===== src/rtl/alu_seq_md.sv =====
// Handshaked ALU: single-cycle basic ops and iterative (one bit per cycle)
// shift-add multiply and restoring divide, with registered result and flags.
module alu_seq_md #(
    parameter int WIDTH = 32
) (
    input  logic             clk,
    input  logic             rst,
    input  logic             in_valid,
    output logic             in_ready,
    input  logic [WIDTH-1:0] A,
    input  logic [WIDTH-1:0] B,
    input  logic [3:0]       ALUControl,
    output logic             out_valid,
    input  logic             out_ready,
    output logic [WIDTH-1:0] Result,
    output logic             Zero,
    output logic             Negative,
    output logic             Carry,
    output logic             Overflow,
    output logic             Illegal
);

    localparam int CW = $clog2(WIDTH + 1);
    localparam logic [WIDTH-1:0] MIN_NEG = {1'b1, {(WIDTH-1){1'b0}}};

    typedef enum logic [1:0] {IDLE, BUSY, DONE} state_t;

    state_t             state_reg, state_next;
    logic [2:0]         op_reg;
    logic [WIDTH-1:0]   opnd_reg;
    logic [2*WIDTH-1:0] acc_reg;
    logic [CW-1:0]      count_reg;
    logic               neg_q_reg, neg_r_reg;

    logic [WIDTH:0]     add_sum, sub_sum, mul_sum, div_sh;
    logic [WIDTH-1:0]   div_diff, abs_a, abs_b, res_next, iter_res;
    logic               div_ge, carry_next, ovf_next, illegal_next, is_iter;
    logic               load_nq, load_nr;
    logic [2*WIDTH-1:0] load_acc, step_next;
    logic [WIDTH-1:0]   load_opnd;

    assign in_ready  = rst && (state_reg == IDLE);
    assign out_valid = (state_reg == DONE);

    // Decode of the request presented at the inputs: either a finished
    // result (basic ops, illegal codes, divide corner cases) or the
    // initial iteration state for multiply/divide.
    always_comb begin
        add_sum      = {1'b0, A} + {1'b0, B};
        sub_sum      = {1'b0, A} + {1'b0, ~B} + {{WIDTH{1'b0}}, 1'b1};
        abs_a        = A[WIDTH-1] ? -A : A;
        abs_b        = B[WIDTH-1] ? -B : B;
        res_next     = '0;
        carry_next   = 1'b0;
        ovf_next     = 1'b0;
        illegal_next = 1'b0;
        is_iter      = 1'b0;
        load_acc     = {{WIDTH{1'b0}}, B};
        load_opnd    = A;
        load_nq      = 1'b0;
        load_nr      = 1'b0;
        case (ALUControl)
            4'b0000: begin
                res_next   = add_sum[WIDTH-1:0];
                carry_next = add_sum[WIDTH];
                ovf_next   = (A[WIDTH-1] == B[WIDTH-1]) && (add_sum[WIDTH-1] != A[WIDTH-1]);
            end
            4'b0001: begin
                res_next   = sub_sum[WIDTH-1:0];
                carry_next = sub_sum[WIDTH];
                ovf_next   = (A[WIDTH-1] != B[WIDTH-1]) && (sub_sum[WIDTH-1] != A[WIDTH-1]);
            end
            4'b0010: res_next = A & B;
            4'b0011: res_next = A | B;
            4'b0101: res_next = {{(WIDTH-1){1'b0}}, $signed(A) < $signed(B)};
            4'b1000, 4'b1001: is_iter = 1'b1;
            4'b1100, 4'b1101, 4'b1110, 4'b1111: begin
                if (B == '0) begin
                    res_next = ALUControl[1] ? A : '1;
                end else if (!ALUControl[0] && A == MIN_NEG && B == '1) begin
                    res_next = ALUControl[1] ? '0 : A;
                end else begin
                    is_iter = 1'b1;
                    if (!ALUControl[0]) begin
                        load_acc  = {{WIDTH{1'b0}}, abs_a};
                        load_opnd = abs_b;
                        load_nq   = A[WIDTH-1] ^ B[WIDTH-1];
                        load_nr   = A[WIDTH-1];
                    end else begin
                        load_acc  = {{WIDTH{1'b0}}, A};
                        load_opnd = B;
                    end
                end
            end
            default: illegal_next = 1'b1;
        endcase
    end

    // One iteration step; acc holds {partial product, multiplier} for MUL
    // and {partial remainder, dividend/quotient} for DIV.
    always_comb begin
        mul_sum  = {1'b0, acc_reg[2*WIDTH-1:WIDTH]} + (acc_reg[0] ? {1'b0, opnd_reg} : '0);
        div_sh   = acc_reg[2*WIDTH-1:WIDTH-1];
        div_ge   = div_sh >= {1'b0, opnd_reg};
        div_diff = div_sh[WIDTH-1:0] - opnd_reg;
        if (op_reg[2]) begin
            step_next = {(div_ge ? div_diff : div_sh[WIDTH-1:0]), acc_reg[WIDTH-2:0], div_ge};
        end else begin
            step_next = {mul_sum, acc_reg[WIDTH-1:1]};
        end
        if (!op_reg[2]) begin
            iter_res = op_reg[0] ? step_next[2*WIDTH-1:WIDTH] : step_next[WIDTH-1:0];
        end else if (op_reg[1]) begin
            iter_res = neg_r_reg ? -step_next[2*WIDTH-1:WIDTH] : step_next[2*WIDTH-1:WIDTH];
        end else begin
            iter_res = neg_q_reg ? -step_next[WIDTH-1:0] : step_next[WIDTH-1:0];
        end
    end

    always_comb begin
        state_next = state_reg;
        case (state_reg)
            IDLE:    if (in_valid) state_next = is_iter ? BUSY : DONE;
            BUSY:    if (count_reg == CW'(1)) state_next = DONE;
            DONE:    if (out_ready) state_next = IDLE;
            default: state_next = IDLE;
        endcase
    end

    always_ff @(posedge clk) begin
        if (!rst) state_reg <= IDLE;
        else      state_reg <= state_next;
    end

    always_ff @(posedge clk) begin
        if (!rst) begin
            op_reg    <= '0;
            opnd_reg  <= '0;
            acc_reg   <= '0;
            count_reg <= '0;
            neg_q_reg <= 1'b0;
            neg_r_reg <= 1'b0;
            Result    <= '0;
            Zero      <= 1'b0;
            Negative  <= 1'b0;
            Carry     <= 1'b0;
            Overflow  <= 1'b0;
            Illegal   <= 1'b0;
        end else if (state_reg == IDLE && in_valid) begin
            op_reg    <= ALUControl[2:0];
            opnd_reg  <= load_opnd;
            acc_reg   <= load_acc;
            count_reg <= CW'(WIDTH);
            neg_q_reg <= load_nq;
            neg_r_reg <= load_nr;
            if (!is_iter) begin
                Result   <= res_next;
                Zero     <= (res_next == '0);
                Negative <= res_next[WIDTH-1];
                Carry    <= carry_next;
                Overflow <= ovf_next;
                Illegal  <= illegal_next;
            end
        end else if (state_reg == BUSY) begin
            acc_reg   <= step_next;
            count_reg <= count_reg - CW'(1);
            if (count_reg == CW'(1)) begin
                Result   <= iter_res;
                Zero     <= (iter_res == '0);
                Negative <= iter_res[WIDTH-1];
                Carry    <= 1'b0;
                Overflow <= 1'b0;
                Illegal  <= 1'b0;
            end
        end
    end

endmodule


===== config.mk =====
export PLATFORM = sky130hd
export DESIGN_NAME = alu_seq_md
export DESIGN_NICKNAME = d
export VERILOG_FILES = /design/src/rtl/alu_seq_md.sv
export SDC_FILE = /design/constraint.sdc
export NUM_CORES = 1
export LEC_CHECK = 0
export ABC_AREA = 1
export BUFFER_PORTS_ARGS = -buffer_cell sky130_fd_sc_hd__buf_4
export CELL_PAD_IN_SITES_DETAIL_PLACEMENT = 0
export CELL_PAD_IN_SITES_GLOBAL_PLACEMENT = 2
export CORE_MARGIN = 2
export CORE_UTILIZATION = 34
export CTS_BUF_LIST = sky130_fd_sc_hd__clkbuf_8
export DETAILED_ROUTE_END_ITERATION = 8
export PLACE_DENSITY_LB_ADDON = 0.1
export SETUP_SLACK_MARGIN = 0.02
export SYNTH_ARGS = -nofsm -noshare
export SYNTH_HDL_FRONTEND = slang
export SYNTH_SLANG_ARGS = --single-unit

===== constraint.sdc =====
create_clock -name clk -period 4.6 [get_ports clk]
set_clock_uncertainty 0.15 [all_clocks]
set_input_delay 0.69 -clock clk [delete_from_list [all_inputs] [get_ports clk]]
set_output_delay 0.69 -clock clk [all_outputs]
set_load 0.1 [all_outputs]

; ---- Yosys cells after proc, flatten, opt, wreduce, memory -nomap -nowiden
; Index checks and enable logic that the tools add are counted.
[word_totals]
register_bits = 146
input_bits = 72
output_inout_bits = 39
wordCells = 140
[classes]
n_addsub = 10
order_cmp = 2
n_eq_ne = 23
mux = 66
bitwise_logic = 5
reduce_logical = 20
[op_table]
columns = cell, n
row1 = $mux W32, 25
row2 = $mux W64, 3
row3 = $pmux W32 S6, 1
row4 = $neg A32 Y32, 4
row5 = $add A32 B32 Y33, 3
row6 = $logic_not A32 Y1, 3
row7 = $eq A32 B32 Y1 const B, 2
row8 = $add A33 B1 Y33 const B, 1
row9 = $ge A33 B32 Y1, 1
row10 = $and A32 B32 Y32, 1
row11 = $lt A32 B32 Y1, 1
row12 = $not A32 Y32, 1
row13 = $or A32 B32 Y32, 1
row14 = $sub A32 B32 Y32, 1
row15 = $mux W1, 27
row16 = $eq A4 B4 Y1 const B, 6
row17 = $mux W6, 2
row18 = $reduce_or A11 Y1, 1
row19 = $eq A4 B2 Y1 const B, 2
row20 = $mux W2, 4
row21 = $eq A6 B1 Y1 const B, 1
row22 = $logic_and A1 B1 Y1, 6
row23 = $ne A2 B2 Y1 const B, 3
row24 = $pmux W1 S2, 3
row25 = 18 further kinds, 23

; ---- Logic depth before layout (Yosys ltp)
; Gate-level depths: netlist of run 1.
[depth]
word_depth = 11
depth_mapped = 37
depth_no_buf = 37

; ---- Worst setup path after synthesis of run 1
; No wires, ideal clock.
[synth_timing]
path_type = input-to-output
startpoint = in rst
endpoint = out in_ready
arrival_time_ps = 3280
t_required_ps = 3760
path_slack_ps = 480
stages = 4
n_path_buf = 2
cell_sequence = clkbuf_1 > inv_2 > clkbuf_1 > nor3_1
[synth_via]
elab_chain_cells = 1
[synth_rtl]
columns = item, line_no
row1 = "start, declared", 7  ; input logic rst,
row2 = $logic_and A1 B1 Y1, 42  ; assign in_ready = rst && (state_reg == IDLE);
row3 = "end, declared", 9  ; output logic in_ready,
; Every way passes these cells.

; ---- Worst setup path after layout of run 1
[layout_timing]
startpoint = reg opnd_reg[31]
endpoint = reg Zero
[layout_via]
elab_chain_cells = 11
word_cells_on_any_way = 17
classes_between = add/sub: 4 / order compare: 1 / mux: 11 / reduce/logical: 1
[layout_rtl]
columns = item, line_no
row1 = "start, declared", 30  ; logic [WIDTH-1:0] opnd_reg;
row2 = "start signal, assigned", 151  ; opnd_reg <= load_opnd;
row3 = $mux W32 (tied with other cells), 102  ; mul_sum = {1'b0, acc_reg[2*WIDTH-1:WIDTH]} + (acc_reg[0] ? {1'b0, opnd_reg} : '0);
row4 = $add A32 B32 Y33 / $mux W32 (equally long branches), "102, 107"
row5 = $mux W64 (*), 106  ; if (op_reg[2]) begin
row6 = $neg A32 Y32, 114  ; iter_res = neg_r_reg ? -step_next[2*WIDTH-1:WIDTH] : step_next[2*WIDTH-1:WIDTH];
row7 = $mux W32, 114
row8 = $mux W32, 113  ; end else if (op_reg[1]) begin
row9 = $mux W32 (*), 111  ; if (!op_reg[2]) begin
row10 = $logic_not A32 Y1 (*), 169  ; Zero <= (iter_res == '0);
row11 = $mux W1 (*), 167  ; if (count_reg == CW'(1)) begin
row12 = $mux W1 (*), 164  ; end else if (state_reg == BUSY) begin
row13 = $mux W1 (*), 149  ; end else if (state_reg == IDLE && in_valid) begin
row14 = "end signal, assigned", 158  ; Zero <= (res_next == '0);
row15 = "end signal, assigned", 169
row16 = "end, declared", 16  ; output logic Zero,
; Every way passes the cells marked *; elsewhere a longest branch is shown, timed or not. The select of a mux whose other input is x is not followed.
; A chain may end at the register's enable or synchronous reset.

==> qor.txt, run 1 <==
Layout area overhead = 23.79%
Rel. slew slack = 35.04%
DRT iter0 DRCs = 2612
CP Data Arrival Time = 4760 ps
hold depth = 4
Max Cap Viol = 0
cells on worst reg2reg path = 32
worst setup path category = flip-flop to flip-flop
HP Class = primary input to flip-flop
initial antenna violation count = 2
leakage = 0.01321 uW
Max Clock Freq = 227.8 MHz
post-synthesis sequential area ratio = 13.27%
Final Critical Period = 4390 ps
max reg flops = 64
Slew Limit Fails = 0
ys async rst share = 0%
EDFF count, synth = 0
largest family of logic cells by synthesized area = simple AND/OR/NAND/NOR gates
nets = 4483
compound-gate portion of the synthesized area = 24.32%
Final Hold Viols = 0
drt pass-1 iters = 6
Max H-tree Level = 4
RSZ-0062 raised after global routing = false
grt ovf = 0
vias in the first global route = 26890
ys flop type = dfxtp_1
worst-skew pair later-pin latency = 570 ps
maximum ir drop on the vdd rail = 0.2272 mV
crit-path max FO = 14
largest net degree at the start of global routing = 92
routability congestion estimate = 1.020
IO Port Bufs = 110
final hold slack = 221.3 ps
num ports = 111
Vias/cell = 5.467
Crit Reg-Reg Startpoint = opnd_reg[31]
synth warn = 0
Placeable Area = 64000 um2
ratio of cells with drive above 1 in the final layout = 17.61%
CTS clk-pin slew, worst paths = 110 ps
Crit-path slowest cell = dfxtp_1
PwrDens = 241.4 nW/um2
fillers = 7351
hold_buf cts = 0
crit path to = Zero
die area = 66400 um2
FP Rows = 93
Pwr Total = 6539 uW
XOR/XNOR Fraction of Synth Area = 2.642%
Mean Syn Cell Area = 5.596 um2
Net Count, Synth = 4153
hpwl dp = 100200 um
Die W = 257.7 um
utilization after layout = 42.32%
Worst Setup SP = opnd_reg[31]
fin crit share = 95.43%
CTS Buf Count = 17
Synth Cell Area = 21880 um2
Synth Area in Simple Gates = 36.92%
FF+latch count, synth = 145
reg2reg setup slack = 210 ps
DR WL/cell = 23.64 um
vias = 27940
starting density of the core = 34.19%
Post-DRT Antenna Nets = 0
post-synthesis mux area share = 0%
DRC = 0
critical path capture point type = flip-flop
final wirelength = 120800 um
Yosys cell types = 67
Startpoint Class = flip-flop
DIE HEIGHT = 257.7 um
slowest stage delay, CP = 380 ps
Setup violations, final = 0
worst-margin pin slew = 974.4 ps
TritonCTS clock tree = yes
Root Buffer = clkbuf_8
first-pass GRT wire length = 175800 um
CP dominant cell by count = nand2_1
cell count after synthesis = 3910
Reg-to-Reg End = Zero
worst-case clock buffer depth = 2
CP required = 4970 ps
status = completed
adder-cell share of the synthesized area = 9.915%
Total GRT Usage = 35.55%
clock sink total = 145
-- cell usage after synthesis, drive strengths merged, types with 2 or more instances --
cell type  count  area, um2
and2           5      31.28
o211ai        51      382.9
nor3b          2      15.01
o22ai         50      312.8
ha           167       2090
a21o           6      45.04
fa             4      80.08
inv          564       2117
o221ai        10      87.58
nand3        286       1519
nor3          59      320.3
a31oi         22      137.6
o2bb2ai       10      87.58
o21bai        18      135.1
or2           20      125.1
a21oi        428       2161
a211oi         5      37.54
o21ai        294       1483
o31ai          7      52.55
nor4          26      162.7
a2111oi        2      17.52
nor2         363       1451
nand4         74      484.2
xnor2          7      61.31
clkbuf       113      424.2
buf           49      274.0
a221oi         9      78.83
xor2          59      516.8
o21a           9      67.56
clkinv         4      15.01
a21boi        13      105.1
o2111ai        8      70.07
nand3b        20      153.9
dfxtp        145       2903
nand2        993       3809
-- worst min path at each step --
stage	from	endpoint	slack (ps)
2_1_floorplan	acc_reg[31]	acc_reg[31]	300
3_3_place_gp	Result[9]	Result[9]	310
3_5_place_dp	Result[9]	Result[9]	310
4_1_cts	out_ready	state_reg[1]	180
5_1_grt	out_ready	state_reg[1]	210
6_report	out_ready	state_reg[1]	220
-- cell type report --
cell class | instances | area (um2) | area share (%)
Antenna cell | 2 | 5.005 | 0.01848
Clock inverter | 15 | 185.2 | 0.6836
Sequential cell | 145 | 2935 | 10.84
Inverter | 568 | 2137 | 7.890
Multi-Input combinational cell | 3035 | 16830 | 62.13
Tap cell | 855 | 1070 | 3.949
Clock buffer | 17 | 234.0 | 0.8638
Timing Repair Buffer | 473 | 3692 | 13.63
-- what timing repair did --
action,in CTS,in global routing
gates resized for setup,10,159
setup buffers,0,2
pin swaps,0,12
endpoints found under the setup margin,2,21
-- layer usage --
| metal | global-route usage (%) | routed length (um) | up-vias |
|---|---|---|---|
| met2 | 60.48 | 56720 | 964 |
| met4 | 19.09 | 7408 | 0 |
| met5 | 0 | 0 | - |
| li1 | - | - | 13630 |
| met3 | 3.170 | 5807 | 226 |
| met1 | 44.43 | 50840 | 13120 |
-- cell usage in the layout, fill, tap and decap left out, types with 10 or more instances in the layout --
cell type,n
buf_4,461
ha_1,133
a31oi_1,22
nand2_2,43
nand3_2,15
o21bai_1,18
o2bb2ai_1,10
nor2_1,325
or2_2,18
nor2_2,30
o22ai_1,50
dfxtp_1,121
buf_12,11
inv_1,542
o21ai_0,264
dfxtp_2,23
a21oi_2,10
xor2_1,59
nand3_1,266
clkbuf_8,17
a21oi_1,413
o21ai_1,25
inv_2,20
nand2_1,943
o221ai_1,10
nand4_1,72
nand3b_1,19
nor3_1,51
ha_4,26
nor4_1,26
o211ai_1,51
-- metrics by stage --
stage	instances	setup WS, ps	instance area (um2)	TNS, ps
finish	5110	210.3	27090	0
global placement	5074	-46.59	25950	-53.50
CTS	5106	21.36	26400	0
detailed placement	5074	-12.49	25950	-12.49
floorplan	3910	479.9	21880	0
global route	5110	16.98	27090	0
-- report_power, final --
| part | switching [uW] | internal, uW |
|---|---|---|
| Clock | 735 | 419 |
| Combinational | 2670 | 1250 |
| Sequential | 94.0 | 1370 |
| Total | 3500 | 3040 |
-- kinds of logic (layout without fill, tap and decap cells) --
logic type / count (synthesis) / in the layout
DFF: 145 / 145
adders and majority gates: 171 / 171
other: 0 / 2
AOI/OAI and AO/OA: 949 / 949
buffers and inverters: 730 / 1073
and+or+nand+nor: 1849 / 1849
xor gates and xnor gates: 66 / 66
-- worst max-delay path, delay by kind of cell (launching register included) --
family	cells	cell delay, ps
buffers and inverters	4	480
DFF	1	380
adders and majority gates	1	290
and+or+nand+nor	27	3030
Power figures use the tool's default switching activity.
==> inputs of run 2 (changes only) <==
--- a/config.mk
+++ b/config.mk
@@ -5,16 +5,16 @@
 export SDC_FILE = /design/constraint.sdc
 export NUM_CORES = 1
 export LEC_CHECK = 0
-export ABC_AREA = 1
 export BUFFER_PORTS_ARGS = -buffer_cell sky130_fd_sc_hd__buf_4
 export CELL_PAD_IN_SITES_DETAIL_PLACEMENT = 0
 export CELL_PAD_IN_SITES_GLOBAL_PLACEMENT = 2
 export CORE_MARGIN = 2
-export CORE_UTILIZATION = 34
+export CORE_UTILIZATION = 37
 export CTS_BUF_LIST = sky130_fd_sc_hd__clkbuf_8
 export DETAILED_ROUTE_END_ITERATION = 8
 export PLACE_DENSITY_LB_ADDON = 0.1
 export SETUP_SLACK_MARGIN = 0.02
+export SLEW_MARGIN = 20
 export SYNTH_ARGS = -nofsm -noshare
 export SYNTH_HDL_FRONTEND = slang
 export SYNTH_SLANG_ARGS = --single-unit
==> run 2 against run 1 <==
  * The flow now finishes with violations (setup timing)
  * Die area is 15% lower
  * Wire length shrank 18%
  * Sequential share of layout area decreased by 1.0 points
  * Critical path type unchanged
  * Count of clock-buffer cells in the layout up 1
  * Power is 1.4% lower
  * Highest routed layer is now met5
==> qor.txt, run 2 <==
worst setup path category = flip-flop to flip-flop
worst-skew pair later-pin latency = 500 ps (-70 ps)
clock sink total = 145 (unchanged)
worst-margin pin slew = 1043 ps (+68.53 ps)
synth top area cells = dfxtp_1, ha_1, a21oi_1, nor2_1, nand2_1
initial antenna violation count = 5 (+3)
CTS clk-pin slew, worst paths = 100 ps (about the same)
Vias/cell = 5.691 (+4.1%)
Net Count, Synth = 3150 (-24%)
DR WL/cell = 22.12 um (-6.4%)
final wirelength = 99060 um (-18%)
placed cell area = 27840 um2 (+7.3%)
DIE HEIGHT = 237.1 um (-8.0%)
critical path capture point type = flip-flop
failing checks = setup timing
largest net degree at the start of global routing = 68 (-26%)
Synth Cell Area = 20110 um2 (-8.1%)
fin crit share = 115.0% (+20 points)
final worst setup slack = -688.5 ps (-898.9 ps)
ratio of cells with drive above 1 in the final layout = 36.39% (+19 points)
num ports = 111 (unchanged)
Pint = 3537 uW (+17%)
clock share of power = 16.8% (-0.8 points)
Final Cell Area = 30100 um2 (+11%)
first-pass GRT wire length = 148400 um (-16%)
Post-DRT Antenna Nets = 0 (unchanged)
DRC = 0 (unchanged)
FF/Latch Area = 2948 um2 (+0.43%)
Seq pwr share = 22.2% (-0.2 points)
vias in the first global route = 25030 (-6.9%)
commonest non-fill, non-tap cells in the layout = buf_4, nor2_1, nand2_1
Root Buffer = clkbuf_8
TritonCTS clock tree = yes
Max H-tree Level = 4 (unchanged)
multi-input logic area = 17420 um2 (+3.5%)
DRT iter0 DRCs = 1992 (-24%)
Layout area overhead = 49.67%
post-synthesis sequential area ratio = 14.44% (+1.2 points)
nets = 4011 (-11%)
Die W = 237.1 um (-8.0%)
Comb pwr share = 61.0% (+1.0 points)
max reg flops = 64 (unchanged)
Slew Limit Fails = 0 (unchanged)
Final Hold Viols = 0 (unchanged)
Finished Layout Cells = 4479 (-12%)
most frequent cells after synthesis = nor2_1, nand2_1, a21oi_1
vias = 25490 (-8.8%)
status = complete, but fails checks
maximum ir drop on the vdd rail = 0.1510 mV (-34%)
grt ovf = 0 (unchanged)
ys async rst share = 0% (unchanged)
worst-case clock buffer depth = 2 (unchanged)
leakage = 0.01338 uW (+1.3%)
Mean Syn Cell Area = 6.917 um2 (+24%)
Post-Place Setup Slack = -1069 ps (-1056 ps)
ys flop type = dfxtp_1
Startpoint Class = flip-flop
EDFF count, synth = 0 (unchanged)
Final Critical Period = 5289 ps (+898.9 ps)
commonest non-fill, non-tap cell in the layout = buf_4
die area = 56230 um2 (-15%)
NetSw = 2914 uW (-17%)
Pwr Total = 6450 uW (-1.4%)
Max Cap Viol = 0 (unchanged)
Rel. slew slack = 30.21% (-4.8 points)
IO Port Bufs = 110 (unchanged)
dominant cell by count in the synthesized netlist = nor2_1
Placeable Area = 53810 um2 (-16%)
cell count after synthesis = 2907 (-26%)
PwrDens = 214.3 nW/um2 (-11%)
CTS Buf Count = 17 (unchanged)
leading area contributor after synthesis = dfxtp_1
Setup TNS Final = -2530 ps (-2530 ps)
routability congestion estimate = 0.9414 (-7.7%)
starting density of the core = 37.37% (+3.2 points)
FP Rows = 85 (-8.6%)
drt pass-1 iters = 6 (unchanged)
crit-path max FO = 5 (-9)
placed cells = 4398 (-13%)
HP Class = flip-flop to flip-flop
switching share of power = 45.17% (-8.4 points)
hold_buf cts = 0 (unchanged)
Yosys cell types = 112 (+67%)
CP Data Arrival Time = 5580 ps (+820 ps)
area share of the largest cell type after synthesis = 14.44% (-2.2 points)
synth warn = 0 (unchanged)
Setup violations, final = 12 (+12)
FF+latch count, synth = 145 (unchanged)
fillers = 5192 (-29%)
RSZ-0062 raised after global routing = true
hpwl dp = 79590 um (-21%)
Max Clock Freq = 189.1 MHz (-17%)
Total GRT Usage = 34.28% (-1.3 points)
CP required = 4890 ps (-80 ps)
## run 2: metal layers
metal	share of wire (%)	vias to the layer above	track usage, %
met1	44	12150	45.41
li1	-	12270	-
met5	0.013	-	0
met4	4.5	2	14.43
met2	46	871	57.32
met3	5.4	200	2.728
## run 2: area by class of cell
| class | instances | share of cell area, % |
|---|---|---|
| diodes | 2 | 0.01663 |
| well taps | 696 | 2.893 |
| flip-flops and latches | 145 | 9.795 |
| repair buffers | 1019 | 26.10 |
| inverters | 161 | 2.008 |
| multi-input cells | 2424 | 57.87 |
| clock inverters | 14 | 0.5030 |
| clock buffers | 18 | 0.8231 |
## run 2: metrics by stage
| stage | util, % | hold WS [ps] |
|---|---|---|
| 2_1_floorplan | - | 296.8 |
| 3_3_place_gp | 51.74 | 306.2 |
| 3_5_place_dp | 51.74 | 306.7 |
| 4_1_cts | 54.17 | 326.6 |
| 5_1_grt | 55.92 | 341.6 |
| 6_report | 55.93 | 321.4 |
## run 2: worst paths after layout
check,from,to,slack [ps],cells past startpoint
max,acc_reg[0],Zero,-690,21
min,Result[27],Result[27],320,2
max reg2reg,acc_reg[0],Zero,-690,21
min reg2reg,Result[27],Result[27],320,2
## run 2: power groups by stage
| stage | Clock, uW | Sequential [uW] | Combinational, uW |
|---|---|---|---|
| CTS | 1080 | 1430 | 3700 |
| global placement | 0 | 1450 | 3510 |
| global route | 1130 | 1440 | 4190 |
| finish | 1080 | 1430 | 3930 |
| floorplan | 0 | 1630 | 1700 |
| detailed placement | 0 | 1460 | 3530 |
## run 2: worst max-delay path, cell delays in order (launching register included)
cell       delay [ps]
dfxtp_4           390
and2_4            160
ha_4              130
inv_2              30
fa_2              340
nand2b_4          160
a21o_1            190
a311oi_4          360
o2111ai_4         220
a21oi_4           210
buf_4             140
xnor2_1           110
o22ai_1           100
a21o_1            280
buf_12            170
mux2i_1           140
o221ai_1          140
a311oi_2          390
nand4_1           210
or4_4             550
or4_4             510
o211ai_2          140
## run 2: cells by family (layout without fill, tap and decap cells)
| logic type | after synthesis | count (layout) | synth area share (%) |
|---|---|---|---|
| AOI/OAI and AO/OA | 959 | 959 | 31.87 |
| muxes | 62 | 62 | 3.242 |
| xor gates and xnor gates | 182 | 182 | 7.927 |
| adders and majority gates | 178 | 178 | 11.14 |
| DFF | 145 | 145 | 14.44 |
| other | 0 | 2 | 0 |
| buffers and inverters | 338 | 1212 | 6.571 |
| and+or+nand+nor | 1043 | 1043 | 24.81 |
## run 2: repair_timing
item,CTS,global route
resized for setup,147,159
pin swaps,77,86
buffers inserted,33,22
hold endpoints to repair,0,0
cloned,0,0
endpoints found under the setup margin,25,28
